**src/rtl/io_map_pkg.sv**
```systemverilog
// Shared IO-map constants: word-address select bits, status bit positions and
// the UART serializer state encoding.
package io_map_pkg;

  localparam int IO_LEDS_BIT      = 0;
  localparam int IO_UART_DAT_BIT  = 1;
  localparam int IO_UART_STAT_BIT = 2;

  localparam int ST_EMPTY       = 0;
  localparam int ST_FULL        = 1;
  localparam int ST_BUSY        = 2;
  localparam int ST_OVF         = 3;
  localparam int ST_LEGACY_BUSY = 9;

  typedef enum logic [1:0] {
    S_IDLE  = 2'd0,
    S_START = 2'd1,
    S_DATA  = 2'd2,
    S_STOP  = 2'd3
  } uart_state_t;

endpackage

```
**src/rtl/uart_tx_serializer.sv**
```systemverilog
// 8N1 transmitter: takes one byte when idle and shifts it out LSB first,
// holding each symbol for DIV clock cycles. tx is a registered output.
module uart_tx_serializer
  import io_map_pkg::*;
#(
  parameter int DIV = 4
) (
  input  logic       clk,
  input  logic       resetn,
  input  logic       valid,
  input  logic [7:0] data,
  output logic       ready,
  output logic       busy,
  output logic       tx
);

  localparam int CW = $clog2(DIV);
  localparam logic [CW-1:0] LAST = CW'(DIV - 1);

  uart_state_t   state_q;
  logic [CW-1:0] cnt_q;
  logic [2:0]    bit_q;
  logic [7:0]    shift_q;
  logic          tx_q;

  always_ff @(posedge clk) begin
    if (!resetn) begin
      state_q <= S_IDLE;
      cnt_q   <= '0;
      bit_q   <= '0;
      shift_q <= '0;
      tx_q    <= 1'b1;
    end else begin
      case (state_q)
        S_IDLE: begin
          if (valid) begin
            shift_q <= data;
            cnt_q   <= '0;
            tx_q    <= 1'b0;
            state_q <= S_START;
          end
        end
        S_START: begin
          if (cnt_q == LAST) begin
            cnt_q   <= '0;
            bit_q   <= '0;
            tx_q    <= shift_q[0];
            state_q <= S_DATA;
          end else begin
            cnt_q <= cnt_q + CW'(1);
          end
        end
        S_DATA: begin
          if (cnt_q == LAST) begin
            cnt_q <= '0;
            if (bit_q == 3'd7) begin
              tx_q    <= 1'b1;
              state_q <= S_STOP;
            end else begin
              // Present the next bit while shifting it down into position 0.
              bit_q   <= bit_q + 3'd1;
              shift_q <= {1'b0, shift_q[7:1]};
              tx_q    <= shift_q[1];
            end
          end else begin
            cnt_q <= cnt_q + CW'(1);
          end
        end
        S_STOP: begin
          if (cnt_q == LAST) begin
            cnt_q   <= '0;
            state_q <= S_IDLE;
          end else begin
            cnt_q <= cnt_q + CW'(1);
          end
        end
        default: state_q <= S_IDLE;
      endcase
    end
  end

  assign ready = (state_q == S_IDLE);
  assign busy  = (state_q != S_IDLE);
  assign tx    = tx_q;

endmodule

```
**src/rtl/io_responder.sv**
```systemverilog
// IO bus target: one-hot word-address decode for the LED register, UART data
// and UART status, plus the TX FIFO feeding the serializer.
module io_responder
  import io_map_pkg::*;
#(
  parameter int CLK_FREQ_HZ = 27000000,
  parameter int BAUD        = 115200,
  parameter int FIFO_DEPTH  = 8,
  parameter int LED_WIDTH   = 6
) (
  input  logic                 clk,
  input  logic                 resetn,
  input  logic [31:0]          IO_mem_addr,
  input  logic [31:0]          IO_mem_wdata,
  input  logic                 IO_mem_wr,
  output logic [31:0]          IO_mem_rdata,
  output logic [LED_WIDTH-1:0] leds,
  output logic                 uart_tx
);

  localparam int DIV = CLK_FREQ_HZ / BAUD;
  localparam int PW  = $clog2(FIFO_DEPTH);
  localparam int CW  = PW + 1;

  logic [13:0] word_addr;
  logic        sel_led, sel_dat, sel_stat;
  assign word_addr = IO_mem_addr[15:2];
  assign sel_led   = word_addr[IO_LEDS_BIT];
  assign sel_dat   = word_addr[IO_UART_DAT_BIT];
  assign sel_stat  = word_addr[IO_UART_STAT_BIT];

  logic [7:0]           fifo_mem [FIFO_DEPTH];
  logic [PW-1:0]        wr_ptr_q, rd_ptr_q;
  logic [CW-1:0]        count_q;
  logic                 ovf_q;
  logic [LED_WIDTH-1:0] leds_q;

  logic fifo_empty, fifo_full, push_req, push_ok, pop;
  logic ser_ready, ser_busy;

  assign fifo_empty = (count_q == '0);
  assign fifo_full  = (count_q == CW'(FIFO_DEPTH));
  assign push_req   = IO_mem_wr && sel_dat;
  assign pop        = !fifo_empty && ser_ready;
  // A full FIFO still accepts a push when the serializer drains it the same cycle.
  assign push_ok    = push_req && (!fifo_full || pop);

  always_ff @(posedge clk) begin
    if (push_ok) fifo_mem[wr_ptr_q] <= IO_mem_wdata[7:0];
  end

  always_ff @(posedge clk) begin
    if (!resetn) begin
      wr_ptr_q <= '0;
      rd_ptr_q <= '0;
      count_q  <= '0;
      ovf_q    <= 1'b0;
      leds_q   <= '0;
    end else begin
      if (push_ok) wr_ptr_q <= wr_ptr_q + PW'(1);
      if (pop)     rd_ptr_q <= rd_ptr_q + PW'(1);
      case ({push_ok, pop})
        2'b10:   count_q <= count_q + CW'(1);
        2'b01:   count_q <= count_q - CW'(1);
        default: count_q <= count_q;
      endcase
      if (IO_mem_wr && sel_stat) ovf_q <= 1'b0;
      if (push_req && !push_ok)  ovf_q <= 1'b1;
      if (IO_mem_wr && sel_led)  leds_q <= IO_mem_wdata[LED_WIDTH-1:0];
    end
  end

  uart_tx_serializer #(.DIV(DIV)) u_ser (
    .clk    (clk),
    .resetn (resetn),
    .valid  (!fifo_empty),
    .data   (fifo_mem[rd_ptr_q]),
    .ready  (ser_ready),
    .busy   (ser_busy),
    .tx     (uart_tx)
  );

  logic [31:0] status;
  always_comb begin
    status                 = '0;
    status[ST_EMPTY]       = fifo_empty;
    status[ST_FULL]        = fifo_full;
    status[ST_BUSY]        = ser_busy;
    status[ST_OVF]         = ovf_q;
    status[ST_LEGACY_BUSY] = fifo_full;
  end

  // UART data reads as zero, so only LED and status contribute to the OR.
  always_comb begin
    IO_mem_rdata = '0;
    if (sel_led)  IO_mem_rdata = IO_mem_rdata | {{(32-LED_WIDTH){1'b0}}, leds_q};
    if (sel_stat) IO_mem_rdata = IO_mem_rdata | status;
  end

  assign leds = leds_q;

  logic unused_bits;
  assign unused_bits = ^{IO_mem_addr[31:16], IO_mem_addr[1:0], word_addr[13:3], IO_mem_wdata};

endmodule

```
**config.mk**
```make
export PLATFORM = sky130hd
export DESIGN_NAME = io_responder
export DESIGN_NICKNAME = d
export VERILOG_FILES = /design/src/rtl/io_map_pkg.sv /design/src/rtl/uart_tx_serializer.sv /design/src/rtl/io_responder.sv
export SDC_FILE = /design/constraint.sdc
export NUM_CORES = 1
export LEC_CHECK = 0
export ABC_CLOCK_PERIOD_IN_PS = 2800
export CAP_MARGIN = 20
export CORE_MARGIN = 2
export CORE_UTILIZATION = 51
export DETAILED_ROUTE_END_ITERATION = 12
export GPL_ROUTABILITY_DRIVEN = 0
export PLACE_DENSITY = 0.8
export SYNTH_ARGS = -nofsm -noshare
export SYNTH_HDL_FRONTEND = slang
export SYNTH_HIERARCHICAL = 1
export SYNTH_SLANG_ARGS = --single-unit
```
**constraint.sdc**
```tcl
create_clock -name clk -period 2.8 [get_ports clk]
set_input_delay 0.56 -clock clk [delete_from_list [all_inputs] [get_ports clk]]
set_output_delay 0.56 -clock clk [all_outputs]
set_load 0.02 [all_outputs]
```
==> report_table.html <==
<table>
<tr><th>Metric</th><th>Value</th></tr>
<tr><th colspan="2">Clock network</th></tr>
<tr><td>CTS buffer count</td><td>9</td></tr>
<tr><td>Number of clock sinks</td><td>106</td></tr>
<tr><td>H-tree levels</td><td>3</td></tr>
<tr><td>Worst-case clock buffer depth</td><td>2</td></tr>
<tr><td>Hold buffers post-CTS</td><td>0</td></tr>
<tr><td>Clock tree from TritonCTS</td><td>done</td></tr>
<tr><td>Clock network latency to the later pin of the worst-skew pair</td><td>roughly 0.38 ns</td></tr>
<tr><td>Library cell used as clock root buffer</td><td>clkbuf_8</td></tr>
<tr><td>Register clock-pin slew on the reported worst setup and hold paths</td><td>0.10 ns</td></tr>
<tr><th colspan="2">Worst hold path</th></tr>
<tr><td>Number of instances on the worst hold path</td><td>2</td></tr>
<tr><td>Hold/Removal Path Class</td><td>reg2reg</td></tr>
<tr><th colspan="2">Pwr</th></tr>
<tr><td>Total design power</td><td>4.50 mW</td></tr>
<tr><td>Worst vdd ir</td><td>0.545 mV</td></tr>
<tr><td>Total power divided by cell area</td><td>818 mW/mm^2</td></tr>
<tr><td>Leakage</td><td>2.01 nW</td></tr>
<tr><th colspan="2">Synthesis</th></tr>
<tr><td>Cell count after synthesis</td><td>392</td></tr>
<tr><td>Register bit count reported by yosys</td><td>106</td></tr>
<tr><td>Fraction of the yosys area taken by sequential cells</td><td>55.7%</td></tr>
<tr><td>Number of distinct library cells after synthesis</td><td>58</td></tr>
<tr><td>Share of synthesized registers carrying an async set or reset</td><td>0%</td></tr>
<tr><td>Post-synth EDFFs</td><td>64</td></tr>
<tr><td>Ys flop type</td><td>edfxtp_1</td></tr>
<tr><td>Synthesis Warnings</td><td>6</td></tr>
<tr><td>Post-synthesis area per instance</td><td>~13 sq um</td></tr>
<tr><td>Mapped cell area</td><td>0.00496 sq mm</td></tr>
<tr><th colspan="2">Worst setup path</th></tr>
<tr><td>Worst Path Class, Setup</td><td>in2out</td></tr>
<tr><td>Category of the worst setup path launch point</td><td>input port</td></tr>
<tr><td>Crit path max-delay cell type</td><td>clkdlybuf4s50_1</td></tr>
<tr><td>Start point of the critical path</td><td>IO_mem_addr[4]</td></tr>
<tr><td>Timing endpoint of the critical path</td><td>IO_mem_rdata[1]</td></tr>
<tr><td>Largest driver fanout on the critical path</td><td>5</td></tr>
<tr><td>Critical-path cell list</td><td>clkdlybuf4s50_1, and3_1, a21o_1, clkdlybuf4s50_1</td></tr>
<tr><td>Endpoint of the worst register-to-register path</td><td>u_ser/shift_q[1]</td></tr>
<tr><td>Count of cell instances traversed by the critical path</td><td>4</td></tr>
<tr><td>Type of element capturing the critical path</td><td>output port</td></tr>
<tr><td>Startpoint of the worst register-to-register path</td><td>u_ser/state_q[0]</td></tr>
<tr><td>Worst stage delay on the critical path</td><td>around 0.6 ns</td></tr>
<tr><td>Cell family with the largest share of critical-path delay</td><td>buffers and inverters</td></tr>
<tr><td>Reg-to-reg slack, setup</td><td>0.54 ns</td></tr>
<tr><td>Cell count of the worst reg-to-reg path</td><td>6</td></tr>
<tr><td>Library cell appearing most often on the critical path</td><td>clkdlybuf4s50_1</td></tr>
<tr><td>Crit path buf inv count</td><td>2</td></tr>
<tr><td>Data arrival, critical path</td><td>about 2.1 ns</td></tr>
<tr><td>Data required time of the worst path</td><td>2.24 ns</td></tr>
<tr><th colspan="2">Detailed routing</th></tr>
<tr><td>Vias</td><td>3044</td></tr>
<tr><td>Top sig layer</td><td>met4</td></tr>
<tr><td>Routed wl met3</td><td>499 um</td></tr>
<tr><td>Post-detailed-route count of antenna-violating nets</td><td>0</td></tr>
<tr><td>Number of vias per cell</td><td>5.46</td></tr>
<tr><td>DRC errors left</td><td>0</td></tr>
<tr><td>1st-iter DRT viols</td><td>172</td></tr>
<tr><td>Final WL</td><td>8800 um</td></tr>
<tr><td>Detail Route met2 WL</td><td>4460 um</td></tr>
<tr><td>Wire per inst</td><td>15.8 um</td></tr>
<tr><td>Routed metal-1 wirelength</td><td>approximately 3700 um</td></tr>
<tr><td>First-pass DRT Iterations</td><td>4</td></tr>
<tr><th colspan="2">STA</th></tr>
<tr><td>Worst clock skew</td><td>around 0.011 ns</td></tr>
<tr><td>Final worst-path setup slack</td><td>0.155 ns</td></tr>
<tr><td>RSZ-0062 raised after global routing</td><td>no</td></tr>
<tr><td>Minimum clock period after layout</td><td>2.65 ns</td></tr>
<tr><td>Number of hold violations in the final report</td><td>0</td></tr>
<tr><td>TNS Setup</td><td>0 ns</td></tr>
<tr><td>Worst max-slew margin expressed relative to the limit</td><td>53.7%</td></tr>
<tr><td>Max Clk Rate</td><td>378 MHz</td></tr>
<tr><td>Pins Over Slew Limit</td><td>0</td></tr>
<tr><td>Final critical-path share of the clock period</td><td>94.5%</td></tr>
<tr><td>Total of endpoints with negative setup slack in the final report</td><td>0</td></tr>
<tr><td>Slew at the pin with the worst max-slew slack</td><td>0.693 ns</td></tr>
<tr><th colspan="2">Finish</th></tr>
<tr><td>Highest-count cells in the layout ignoring fill and taps</td><td>64 x edfxtp_1, 42 x dfxtp_1, 26 x nand2_1, 26 x clkdlybuf4s50_1, 25 x conb_1</td></tr>
<tr><td>Most common cell after layout, fill and taps aside</td><td>edfxtp_1</td></tr>
<tr><td>Area overhead of the layout relative to synthesis</td><td>10.9%</td></tr>
<tr><td>Post-layout net count</td><td>502</td></tr>
<tr><td>Layout cells sized above 1</td><td>~16%</td></tr>
<tr><td>Antenna diode count</td><td>0</td></tr>
<tr><th colspan="2">Status</th></tr>
<tr><td>Run status</td><td>finished, final reports clean</td></tr>
<tr><th colspan="2">GRT</th></tr>
<tr><td>Via count of the first global-routing pass</td><td>2903</td></tr>
<tr><td>Overall overflow remaining after global route</td><td>0</td></tr>
<tr><td>Initial antenna violation count</td><td>0</td></tr>
<tr><td>Maximum number of pins on one net before global-route repair</td><td>40</td></tr>
<tr><td>Wire length of the first global-routing pass</td><td>14200 um</td></tr>
<tr><td>Overall track demand over capacity in global routing</td><td>18.0%</td></tr>
<tr><th colspan="2">Flow run</th></tr>
<tr><td>Count of maximum capacitance violations</td><td>0</td></tr>
<tr><th colspan="2">Floorplan</th></tr>
<tr><td>X dimension of the die</td><td>103 um</td></tr>
<tr><td>Die outline height</td><td>between 100 and 150 um</td></tr>
<tr><td>Initial Utilization</td><td>53.1%</td></tr>
<tr><td>Number of placed I/O pins</td><td>106</td></tr>
<tr><td>Die area</td><td>0.0105 sq mm</td></tr>
<tr><td>Core region area</td><td>just over 0.009 sq mm</td></tr>
<tr><td>Standard-cell row count</td><td>35</td></tr>
<tr><th colspan="2">Placement</th></tr>
<tr><td>HPWL after DPL</td><td>6140 um</td></tr>
<tr><td>Worst Setup Slack post-DPL</td><td>0.158 ns</td></tr>
<tr><td>Port-buffer cells</td><td>27</td></tr>
</table>
## power by group
part / internal, mW / leakage [nW] / total, mW / switching, mW
clock: 0.436 / 0.106 / 0.979 / 0.543
sequential: 1.79 / 0.921 / 1.93 / 0.141
combinational: 0.752 / 0.985 / 1.59 / 0.836
total: 2.98 / 2.01 / 4.50 / 1.52
## how the worst min path moves through the flow
stage	endpoint	start	slack (ns)
3_3_place_gp	rd_ptr_q[1]	rd_ptr_q[1]	0.47
6_report	rd_ptr_q[1]	rd_ptr_q[1]	0.48
4_1_cts	rd_ptr_q[1]	rd_ptr_q[1]	0.49
5_1_grt	u_ser/shift_q[3]	u_ser/shift_q[4]	0.52
2_1_floorplan	register	rd_ptr_q[1]	0.45
3_5_place_dp	rd_ptr_q[1]	rd_ptr_q[1]	0.47
## layer usage
metal  up-vias  track usage, %
met3         9            4.47
li1       1459               -
met1      1481            23.2
met4         0            6.05
met5         -               0
met2        95            30.1
## sequential cells by signal, summed over array words and instances, names as in the netlist, 2 cells and up, named ones only
signal,flops
u_ser/shift_q,8
fifo_mem,64
wr_ptr_q,3
leds,6
u_ser/state_q,2
u_ser/cnt_q,8
count_q,4
rd_ptr_q,3
u_ser/bit_q,3
## tightest hold or removal path: cells and delay by family (launching register included)
kind,cells,cell delay [ns]
flip-flops,1,0.33
AO/OA/AOI/OAI,1,0.06
AND/OR/NAND/NOR,1,0.05
## per-stage QoR
stage / area (sq um) / hold WS, ns / std cells / util [%]
after floorplan: 5050 / 0.451 / 416 / -
after global routing: 5500 / 0.523 / 558 / 58.9
after global placement: 5280 / 0.467 / 542 / 56.6
final: 5500 / 0.483 / 558 / 58.9
after detailed placement: 5280 / 0.472 / 542 / 56.6
after CTS: 5500 / 0.486 / 558 / 58.9
## cells in the mapped netlist, types with 2 or more instances
cell | number | area [sq um]
and2_1 | 12 | 75.1
nor4_1 | 2 | 12.5
nand2b_1 | 10 | 62.6
o21ai_0 | 10 | 50.1
a31oi_1 | 3 | 18.8
edfxtp_1 | 64 | 1920
a211oi_1 | 6 | 45.0
a22o_1 | 4 | 35.0
inv_1 | 5 | 18.8
nand4_1 | 3 | 18.8
a21oi_1 | 6 | 30.0
mux4_2 | 16 | 360
buf_6 | 6 | 67.6
mux2_2 | 8 | 90.1
buf_1 | 2 | 7.51
nor2b_1 | 6 | 37.5
o211ai_1 | 3 | 22.5
mux2i_1 | 8 | 80.1
and3_1 | 5 | 31.3
mux2_1 | 2 | 22.5
buf_4 | 27 | 203
nor2_1 | 22 | 82.6
nand3_1 | 14 | 70.1
o31a_1 | 2 | 17.5
buf_2 | 7 | 35.0
a21boi_0 | 9 | 67.6
o211a_1 | 3 | 30.0
nand2_1 | 26 | 97.6
clkbuf_1 | 7 | 26.3
o31ai_1 | 3 | 22.5
dfxtp_1 | 42 | 841
a21o_1 | 2 | 15.0
ha_1 | 11 | 138
nor3_1 | 6 | 30.0
xnor2_1 | 7 | 61.3
## cell type report
class	instances	area, sq um
clock buffers	9	124
fillers	716	3830
multi-input cells	256	1930
repair buffers	46	415
clock inverters	7	88.8
inverters	5	18.8
flip-flops and latches	106	2760
well taps	129	161
## what timing repair did
action	CTS	global route
endpoints found under the setup margin	0	1
gates resized for setup	0	1
hold endpoints to repair	0	0
setup buffers	0	0
## cells by family after synthesis
logic type               share of synthesized area [%]
adder cells (fa/ha/maj)                           2.78
other                                           0.0756
XOR/XNOR                                          1.41
buffers and inverters                             7.22
flip-flops                                        55.7
AND/OR/NAND/NOR                                   12.6
multiplexers                                      11.2
AO/OA/AOI/OAI                                     9.01
No activity file was read; power rests on OpenSTA's default activity.
